===== src/rtl/mips_multicycle_ctrl.sv =====
// Multicycle MIPS control FSM: sequences a shared-ALU, shared-memory datapath.
// Memory accesses use a memreq/memready handshake guarded by a timeout watchdog.
// Ports:
//   clk, reset (async, active-high)
//   op, funct      : instruction fields from the instruction register
//   memready       : memory completes the current access this cycle
//   memreq/memwrite/iord, irwrite, pcwrite, pcwritecond, bne, pcsrc,
//   alusrca, alusrcb, signext, shiftl16, alucontrol, regwrite, regdst,
//   memtoreg       : datapath controls
//   fault/fault_code : sticky fault flag (01 illegal instr, 10 mem timeout)
//   state          : current FSM state (debug)
// Optional macro MIPS_MC_BNE_EN: adds BNE (op 000101) through the BRANCH state.
module mips_multicycle_ctrl #(
    parameter int MEM_TIMEOUT = 16,
    parameter int CNT_W       = 5
) (
    input  logic       clk,
    input  logic       reset,
    input  logic [5:0] op,
    input  logic [5:0] funct,
    input  logic       memready,
    output logic       memreq,
    output logic       memwrite,
    output logic       iord,
    output logic       irwrite,
    output logic       pcwrite,
    output logic       pcwritecond,
    output logic       bne,
    output logic [1:0] pcsrc,
    output logic [1:0] alusrca,
    output logic [1:0] alusrcb,
    output logic       signext,
    output logic       shiftl16,
    output logic [3:0] alucontrol,
    output logic       regwrite,
    output logic [1:0] regdst,
    output logic [1:0] memtoreg,
    output logic       fault,
    output logic [1:0] fault_code,
    output logic [3:0] state
);

    typedef enum logic [3:0] {
        S_IDLE   = 4'd0,
        S_FETCH  = 4'd1,
        S_DECODE = 4'd2,
        S_MEMADR = 4'd3,
        S_MEMRD  = 4'd4,
        S_MEMWB  = 4'd5,
        S_MEMWR  = 4'd6,
        S_EXEC   = 4'd7,
        S_ALUWB  = 4'd8,
        S_BRANCH = 4'd9,
        S_IEXEC  = 4'd10,
        S_IWB    = 4'd11,
        S_JUMP   = 4'd12,
        S_JAL    = 4'd13,
        S_JR     = 4'd14,
        S_FAULT  = 4'd15
    } state_t;

    localparam logic [3:0] ALU_AND  = 4'b0000;
    localparam logic [3:0] ALU_OR   = 4'b0001;
    localparam logic [3:0] ALU_ADD  = 4'b0010;
    localparam logic [3:0] ALU_SUB  = 4'b1010;
    localparam logic [3:0] ALU_SLT  = 4'b1011;
    localparam logic [3:0] ALU_SLTU = 4'b1100;

    localparam logic [CNT_W-1:0] TO_LAST =
        CNT_W'(MEM_TIMEOUT == 0 ? 0 : MEM_TIMEOUT - 1);

    state_t           cur_state;
    state_t           nxt_state;
    logic [CNT_W-1:0] wait_cnt;
    logic             timed_out;
    logic             rtype_ok;
    logic [3:0]       rtype_alu;
    logic             mem_entry;

    // Only meaningful while memreq is high; memready in the same cycle wins.
    assign timed_out = (MEM_TIMEOUT != 0) && !memready && (wait_cnt == TO_LAST);

    assign state = cur_state;

    assign mem_entry = (nxt_state != cur_state) &&
                       (nxt_state == S_FETCH || nxt_state == S_MEMRD ||
                        nxt_state == S_MEMWR);

    always_comb begin
        rtype_ok  = 1'b1;
        rtype_alu = ALU_ADD;
        case (funct)
            6'b100000, 6'b100001: rtype_alu = ALU_ADD;
            6'b100010, 6'b100011: rtype_alu = ALU_SUB;
            6'b100100:            rtype_alu = ALU_AND;
            6'b100101, 6'b000000: rtype_alu = ALU_OR;
            6'b101010:            rtype_alu = ALU_SLT;
            6'b101011:            rtype_alu = ALU_SLTU;
            default:              rtype_ok  = 1'b0;
        endcase
    end

    always_ff @(posedge clk or posedge reset) begin
        if (reset) begin
            cur_state  <= S_IDLE;
            wait_cnt   <= '0;
            fault      <= 1'b0;
            fault_code <= 2'b00;
        end else begin
            cur_state <= nxt_state;
            if (mem_entry)
                wait_cnt <= '0;
            else if (memreq && !memready)
                wait_cnt <= wait_cnt + CNT_W'(1);
            if (nxt_state == S_FAULT && cur_state != S_FAULT) begin
                fault      <= 1'b1;
                // DECODE is the only source of illegal-instruction faults.
                fault_code <= (cur_state == S_DECODE) ? 2'b01 : 2'b10;
            end
        end
    end

    always_comb begin
        nxt_state   = cur_state;
        memreq      = 1'b0;
        memwrite    = 1'b0;
        iord        = 1'b0;
        irwrite     = 1'b0;
        pcwrite     = 1'b0;
        pcwritecond = 1'b0;
        bne         = 1'b0;
        pcsrc       = 2'b00;
        alusrca     = 2'b00;
        alusrcb     = 2'b00;
        signext     = 1'b0;
        shiftl16    = 1'b0;
        alucontrol  = ALU_ADD;
        regwrite    = 1'b0;
        regdst      = 2'b00;
        memtoreg    = 2'b00;
        unique case (cur_state)
            S_IDLE: nxt_state = S_FETCH;
            S_FETCH: begin
                memreq  = 1'b1;
                alusrcb = 2'b01;
                if (memready) begin
                    irwrite   = 1'b1;
                    pcwrite   = 1'b1;
                    nxt_state = S_DECODE;
                end else if (timed_out) begin
                    nxt_state = S_FAULT;
                end
            end
            S_DECODE: begin
                alusrcb = 2'b11;
                signext = 1'b1;
                case (op)
                    6'b000000: begin
                        if (funct == 6'b001000) nxt_state = S_JR;
                        else if (rtype_ok)      nxt_state = S_EXEC;
                        else                    nxt_state = S_FAULT;
                    end
                    6'b100011, 6'b101011: nxt_state = S_MEMADR;
                    6'b000100:            nxt_state = S_BRANCH;
`ifdef MIPS_MC_BNE_EN
                    6'b000101:            nxt_state = S_BRANCH;
`endif
                    6'b001000, 6'b001001,
                    6'b001101, 6'b001111: nxt_state = S_IEXEC;
                    6'b000010:            nxt_state = S_JUMP;
                    6'b000011:            nxt_state = S_JAL;
                    default:              nxt_state = S_FAULT;
                endcase
            end
            S_MEMADR: begin
                alusrca   = 2'b01;
                alusrcb   = 2'b10;
                signext   = 1'b1;
                nxt_state = (op == 6'b101011) ? S_MEMWR : S_MEMRD;
            end
            S_MEMRD: begin
                memreq = 1'b1;
                iord   = 1'b1;
                if (memready)       nxt_state = S_MEMWB;
                else if (timed_out) nxt_state = S_FAULT;
            end
            S_MEMWB: begin
                regwrite  = 1'b1;
                memtoreg  = 2'b01;
                nxt_state = S_FETCH;
            end
            S_MEMWR: begin
                memreq   = 1'b1;
                memwrite = 1'b1;
                iord     = 1'b1;
                if (memready)       nxt_state = S_FETCH;
                else if (timed_out) nxt_state = S_FAULT;
            end
            S_EXEC: begin
                alusrca    = 2'b01;
                alucontrol = rtype_alu;
                nxt_state  = S_ALUWB;
            end
            S_ALUWB: begin
                regwrite  = 1'b1;
                regdst    = 2'b01;
                nxt_state = S_FETCH;
            end
            S_BRANCH: begin
                alusrca     = 2'b01;
                alucontrol  = ALU_SUB;
                pcsrc       = 2'b01;
                pcwritecond = 1'b1;
`ifdef MIPS_MC_BNE_EN
                bne         = (op == 6'b000101);
`endif
                nxt_state   = S_FETCH;
            end
            S_IEXEC: begin
                alusrcb = 2'b10;
                case (op)
                    6'b001101: begin
                        alusrca    = 2'b01;
                        alucontrol = ALU_OR;
                    end
                    6'b001111: begin
                        alusrca  = 2'b10;
                        shiftl16 = 1'b1;
                    end
                    default: begin
                        alusrca = 2'b01;
                        signext = 1'b1;
                    end
                endcase
                nxt_state = S_IWB;
            end
            S_IWB: begin
                regwrite  = 1'b1;
                nxt_state = S_FETCH;
            end
            S_JUMP: begin
                pcsrc     = 2'b10;
                pcwrite   = 1'b1;
                nxt_state = S_FETCH;
            end
            S_JAL: begin
                // PC already holds PC+4, so it is the link value.
                pcsrc     = 2'b10;
                pcwrite   = 1'b1;
                regwrite  = 1'b1;
                regdst    = 2'b10;
                memtoreg  = 2'b10;
                nxt_state = S_FETCH;
            end
            S_JR: begin
                pcsrc     = 2'b11;
                pcwrite   = 1'b1;
                nxt_state = S_FETCH;
            end
            S_FAULT: alucontrol = 4'b0000;
        endcase
    end

endmodule

===== config.mk =====
export PLATFORM = sky130hd
export DESIGN_NAME = mips_multicycle_ctrl
export DESIGN_NICKNAME = d
export VERILOG_FILES = /design/src/rtl/mips_multicycle_ctrl.sv
export SDC_FILE = /design/constraint.sdc
export NUM_CORES = 1
export LEC_CHECK = 0
export BUFFER_PORTS_ARGS = -buffer_cell sky130_fd_sc_hd__buf_2
export CORE_AREA = 2 2 59 61
export DETAILED_ROUTE_END_ITERATION = 6
export DIE_AREA = 0 0 61 63
export PLACE_DENSITY = 0.81
export SYNTH_ARGS = -nofsm -noshare
export SYNTH_HDL_FRONTEND = slang
export SYNTH_SLANG_ARGS = --single-unit

===== constraint.sdc =====
create_clock -name clk -period 2.3 [get_ports clk]
set_input_delay 0.115 -clock clk [delete_from_list [all_inputs] [get_ports clk]]
set_output_delay 0.115 -clock clk [all_outputs]
set_load 0.05 [all_outputs]

==> impl_metrics.ini, run 1 <==
[outcome]
status = complete, but fails checks
violations = negative setup slack

[placement]
place_inst = 272
gp_congestion = 0.9125
hpwl_mm = 2.875
port_buffers = 44

[critical_path]
crit_path_max_fanout = 4
timing.rr.end = wait_cnt[4]
r2r-start = wait_cnt[1]
cp.arrival_ns = 2.48
cpMaxStageDelayCell = dfrtp_1
end_kind = primary output
slowest_delay_ns = 0.39
reg2reg_slack_ns = -0.20
worst_ep_required_time_ns = 2.18
crit_type = reg -> out
cp_top_family = compound AO/OA/AOI/OAI gates
r2r_cells = 11
crit_buf_inv = 1
crit_chain = ha_2 > and3_4 > ha_4 > o21ba_4 > a32o_1 > a311o_2 > nor2_4 > nor3_4 > or2_4 > buf_8
setup.worst_path.start_class = flip-flop

[power_and_ir_drop]
p_switching_mw = 1.378
powerDensity_nw_per_um2 = 1269
leakagePower_nw = 0.8840
comb_power_share = 0.803
internal_power_mw = 1.061
clock_power_share = 0.054
peakVddDrop_uv = 776.7
fin_total_pwr_mw = 2.439
power_frac_seq = 0.143
switching_share = 0.5650

[detailed_routing]
wirelength_mm = 3.832
drc = 0
vias = 1554
routedWlPerCell_microns = 13.64
viasPerCell = 5.530
met1Wirelength_mm = 1.665
wl_met3_microns = 263
dr.max_layer_used = met4
dr_wl_met2_mm = 1.859
ant_nets = 0
initialDrtViolationCount = 92
dr.pass1.iters = 4

[synth]
syn_nets = 193
synth.avg_cell_area_sq_um = 7.749
ys_types = 60
synthCells = 176
synth_area_sq_um = 1364
synth_flop_cell = dfrtp_1
synth_enable_flop_cells = 0
yosys_register_bits = 12
synth_seq_area_share = 0.2202
synth_area_leaders = dfrtp_1 22%, a21oi_1 5.9%, nor2_1 4.7%
yosys.area.top_type = dfrtp_1
ys_warn_count = 0
synthArstFlopShare = 1.000
yosysTopAreaCellShare = 0.2202

[cells_and_area]
layout.cells.non_filler = 281
drive_gt1_frac = 0.4426
fin_util = 0.5947
final_common_cell = buf_2
layout_common_cells = 42 x buf_2, 20 x buf_4, 16 x a21oi_1
nNetsFinal = 253
syn_to_final_growth_pct = 40.92
ff_latch_area_sq_um = 304.0
fill_cells = 305
multi_input_area_sq_um = 1037
num_antenna_cells = 0

[clocking]
root_buffer = clkbuf_4
clk_latency_ns = 0.27
clk_path_buf_depth = 2
clk_pin_slew_ns = 0.07
cts_made_buffers = 3
tritoncts = built
clock_sinks = 12
htree_levels = 1

[die]
core-area_sq_um = 3232
io_pins = 46
placementRows = 21
initial_core_util = 0.4220
die_w_microns = 61
die_y_microns = 63
dieArea_sq_um = 3843

[sta]
final.period_utilization = 1.126
rsz0062_at_grt = yes
maxSlewViolCount = 0
slew_headroom = 0.6184
report.final.hold_viol_count = 0
tightest_slew_ns = 0.5579
max_freq_mhz = 386.0
layout_min_cycle_time_ns = 2.590
clock_skew_ns = 0.006906
setup_violations = 7
worst_slack_ns = -0.2904
whs_ns = 0.3881
fin_tns_setup_ns = -1.419

[run]
max-cap-violations = 0

[min_path]
hold_class = in -> async

[grt]
grt_max_degree = 17
grt_remaining_overflow = 0
grt_pass1_wl_mm = 6.065
antenna_found_initial = 0
first_global_vias = 1353
grtUsageTotal = 0.2014
-- state kept, by name (all words and copies together), names as in the netlist --
name / cells
wait_cnt: 5
fault_code: 2
state: 4
fault: 1
-- metal layers --
| metal | vias to the layer above | GRT usage |
|---|---|---|
| li1 | 767 | - |
| met4 | 0 | 0.03533 |
| met1 | 715 | 0.2949 |
| met5 | - | 0 |
| met3 | 6 | 0.03520 |
| met2 | 66 | 0.3105 |
-- worst reg2reg max path, cell delays in order (launching register included) --
cell	delay [ns]
dfrtp_1	0.39
ha_2	0.19
and3_4	0.18
ha_4	0.17
o21ba_4	0.18
a32o_1	0.21
a311o_2	0.35
buf_4	0.14
buf_4	0.13
nor4_2	0.13
mux2_4	0.23
a221oi_2	0.08
-- cell type report --
| cell class | instances | area share |
|---|---|---|
| multi-input cells | 139 | 0.5397 |
| repair buffers | 68 | 0.2350 |
| flip-flops and latches | 12 | 0.1582 |
| well taps | 46 | 0.02995 |
| inverters | 12 | 0.02344 |
| clock buffers | 4 | 0.01367 |
-- through the flow --
step           cell area, sq um  worst slack, ns
2_1_floorplan              1423          -0.1752
3_3_place_gp               1772          -0.1780
3_5_place_dp               1772          -0.2319
4_1_cts                    1882          -0.3472
5_1_grt                    1922          -0.3684
6_report                   1922          -0.2904
-- synth_stat cells (all sizes together) (2+ instances only) --
| library cell | n |
|---|---|
| or3 | 2 |
| nand3 | 3 |
| dfrtp | 12 |
| or3b | 2 |
| a21oi | 16 |
| nor4 | 4 |
| or2 | 4 |
| or4 | 2 |
| nand2b | 4 |
| nand4b | 4 |
| xor2 | 3 |
| nand2 | 13 |
| o22ai | 4 |
| a21o | 2 |
| a2111oi | 3 |
| o21ba | 2 |
| inv | 12 |
| buf | 10 |
| a211oi | 2 |
| o32a | 2 |
| and3 | 3 |
| nor3b | 3 |
| nor2 | 17 |
| ha | 2 |
| clkbuf | 3 |
| nor3 | 10 |
| o21ai | 6 |
| nand3b | 2 |
| nor2b | 6 |
-- what timing repair did --
action,CTS,global route
buffers inserted,3,1
hold buffers,1,0
endpoints found under the setup margin,7,10
gates cloned,0,0
pin swaps,6,2
resized for setup,12,6
hold endpoints to repair,12,0
-- power groups by stage --
stage / registers (mW) / clock network [mW] / logic, mW
6_report: 0.349 / 0.131 / 1.96
4_1_cts: 0.344 / 0.139 / 1.89
5_1_grt: 0.356 / 0.148 / 2.09
3_3_place_gp: 0.341 / 0 / 1.76
3_5_place_dp: 0.347 / 0 / 1.78
2_1_floorplan: 0.446 / 0 / 1.22
-- how the worst max path moves through the flow --
stage	from	to	slack, ns	depth (start not counted)
3_5_place_dp	wait_cnt[0]	pcwrite	-0.23	10
4_1_cts	wait_cnt[1]	pcwrite	-0.35	10
3_3_place_gp	wait_cnt[0]	pcwrite	-0.18	10
2_1_floorplan	state[3]	pcwrite	-0.18	6
5_1_grt	wait_cnt[1]	pcwrite	-0.37	10
6_report	wait_cnt[1]	pcwrite	-0.29	10
-- logic make-up after synthesis --
| logic type | after synthesis | synth area share |
|---|---|---|
| and+or+nand+nor | 82 | 0.3596 |
| AOI/OAI and AO/OA | 48 | 0.2514 |
| buffers and inverters | 25 | 0.1037 |
| DFF | 12 | 0.2202 |
| xor gates and xnor gates | 4 | 0.02569 |
| adders and majority gates | 2 | 0.01835 |
| muxes | 2 | 0.01835 |
| other | 1 | 0.002750 |
Note: power is estimated with default switching activity, not from simulation.
==> inputs of run 2 (changes only) <==
--- a/config.mk
+++ b/config.mk
@@ -6,10 +6,11 @@
 export NUM_CORES = 1
 export LEC_CHECK = 0
 export BUFFER_PORTS_ARGS = -buffer_cell sky130_fd_sc_hd__buf_2
-export CORE_AREA = 2 2 59 61
+export CORE_AREA = 2 2 58 60
 export DETAILED_ROUTE_END_ITERATION = 6
-export DIE_AREA = 0 0 61 63
-export PLACE_DENSITY = 0.81
+export DIE_AREA = 0 0 60 62
+export GPL_TIMING_DRIVEN = 0
+export PLACE_DENSITY = 0.83
 export SYNTH_ARGS = -nofsm -noshare
 export SYNTH_HDL_FRONTEND = slang
 export SYNTH_SLANG_ARGS = --single-unit
==> run 2 against run 1 <==
The run still ends with negative setup slack left; final cell count is 1.4% lower; total power decreased by 6.6%; maximum frequency fell by 3.7%; combinational power fell by 7%; first-iteration DRC count shrank 9.8%; critical path depth stayed put.
==> impl_metrics.ini, run 2 (same netlist as run 1, synthesis figures left out) <==
[outcome]
status = complete, but fails checks
violations = negative setup slack

[die]
die_y_microns = 62
io_pins = 46
initial_core_util = 0.4290
dieArea_sq_um = 3720
core-area_sq_um = 3179
die_w_microns = 60
placementRows = 21

[sta]
slew_headroom = 0.4810
fin_tns_setup_ns = -1.647
setup_violations = 7
rsz0062_at_grt = yes
worst_slack_ns = -0.3896
tightest_slew_ns = 0.7725
report.final.hold_viol_count = 0
maxSlewViolCount = 0
final.period_utilization = 1.169
clock_skew_ns = 0.006472
layout_min_cycle_time_ns = 2.690
max_freq_mhz = 371.8

[detailed_routing]
routedWlPerCell_microns = 13.35
viasPerCell = 5.487
dr.pass1.iters = 4
wirelength_mm = 3.698
drc = 0
vias = 1520
initialDrtViolationCount = 83
ant_nets = 0

[critical_path]
cp.arrival_ns = 2.57
crit_path_max_fanout = 3
crit_chain = ha_2 > and3_4 > ha_4 > o21ba_4 > a32o_2 > a311o_2 > nor2_4 > nor3_4 > or2_4 > buf_8
worst_ep_required_time_ns = 2.18
r2r_cells = 10
r2r-start = wait_cnt[0]
cpMaxStageDelayCell = dfrtp_1
cp_num_cells = 10
crit_buf_inv = 1
crit_type = reg -> out
slowest_delay_ns = 0.41
cp_top_family = compound AO/OA/AOI/OAI gates
critical_path.startpoint = wait_cnt[0]
end_kind = primary output
setup.worst_path.start_class = flip-flop

[min_path]
hold_class = in -> reg
min_from = op[4]
whs_path_depth = 3

[placement]
place_inst = 264
gp_congestion = 0.8798
port_buffers = 42
dp_slack_ns = -0.3028
hpwl_mm = 2.667
place_area_sq_um = 1690

[power_and_ir_drop]
comb_power_share = 0.798
peakVddDrop_uv = 792.4
p_switching_mw = 1.337
switching_share = 0.5869
clock_power_share = 0.060
leakagePower_nw = 0.8532
fin_total_pwr_mw = 2.278
power_frac_seq = 0.142
internal_power_mw = 0.9410
powerDensity_nw_per_um2 = 1233

[cells_and_area]
finish.instance_area_sq_um = 1848
top_register = wait_cnt
num_antenna_cells = 0
layout_common_cells = 43 x buf_2, 16 x a21oi_1, 14 x nor2_1
drive_gt1_frac = 0.4199
final_common_cell = buf_2
layout.cells.non_filler = 277
fill_cells = 299
nNetsFinal = 249
largest_reg_flops = 5
ff_latch_area_sq_um = 304.0
syn_to_final_growth_pct = 35.50
multi_input_area_sq_um = 1017

[clocking]
clk_path_buf_depth = 2
clk_latency_ns = 0.28
htree_levels = 1
clk_pin_slew_ns = 0.07
cts_made_buffers = 3
tritoncts = built
root_buffer = clkbuf_4
clock_sinks = 12

[grt]
first_global_vias = 1280
grt_remaining_overflow = 0
antenna_found_initial = 0
grtUsageTotal = 0.1979
grt_max_degree = 13
grt_pass1_wl_mm = 5.699

[run]
max-cap-violations = 0
==> run 2: per-layer routing <==
layer  part of all wire  GRT usage  vias up  wire length [microns]
li1                   -          -      754                      -
met2               0.49     0.3416       50                   1828
met4              0.011    0.02857        0                     40
met3              0.049    0.03313        4                    183
met1               0.45     0.2668      712                   1646
met5                  0          0        -                      0
==> run 2: final timing paths <==
check / slack (ns) / endpoint
setup / recovery: -0.39 / pcwrite
min in group asynchronous: 0.37 / wait_cnt[2]
hold reg to reg: 0.46 / fault
setup reg to reg: -0.28 / wait_cnt[4]
max in group asynchronous: 1.60 / state[1]
hold / removal: 0.32 / state[0]
==> run 2: worst min-delay path, stage by stage <==
cell      delay [ns]
buf_2           0.14
a211o_1         0.11
a2111o_1        0.18
==> run 2: through the flow <==
stage,util,hold WS [ns]
after CTS,0.5762,0.3110
after floorplan,-,-0.02050
after detailed placement,0.5317,0.1322
after global routing,0.5813,0.3560
final,0.5813,0.3162
after global placement,0.5317,0.1309
==> run 2: cell type report <==
class,count,share of cell area
clock buffer,4,0.01422
inverter,12,0.02437
tap,46,0.03114
buffer,13,0.05281
multi-input combinational,139,0.5504
timing repair buffer,51,0.1625
sequential,12,0.1645
==> run 2: timing repair <==
action | CTS | global route
resized for setup | 15 | 2
pin swaps | 7 | 2
hold buffers | 1 | 0
endpoints found under the hold margin | 12 | 0
endpoints found under the setup margin | 10 | 14
setup buffers | 6 | 2
==> run 2: power by group through the flow <==
stage | Clock (mW) | Sequential [mW] | Combinational (mW)
4_1_cts | 0.141 | 0.322 | 1.78
3_3_place_gp | 0 | 0.324 | 1.65
3_5_place_dp | 0 | 0.326 | 1.67
6_report | 0.137 | 0.324 | 1.82
2_1_floorplan | 0 | 0.446 | 1.22
5_1_grt | 0.153 | 0.333 | 1.93
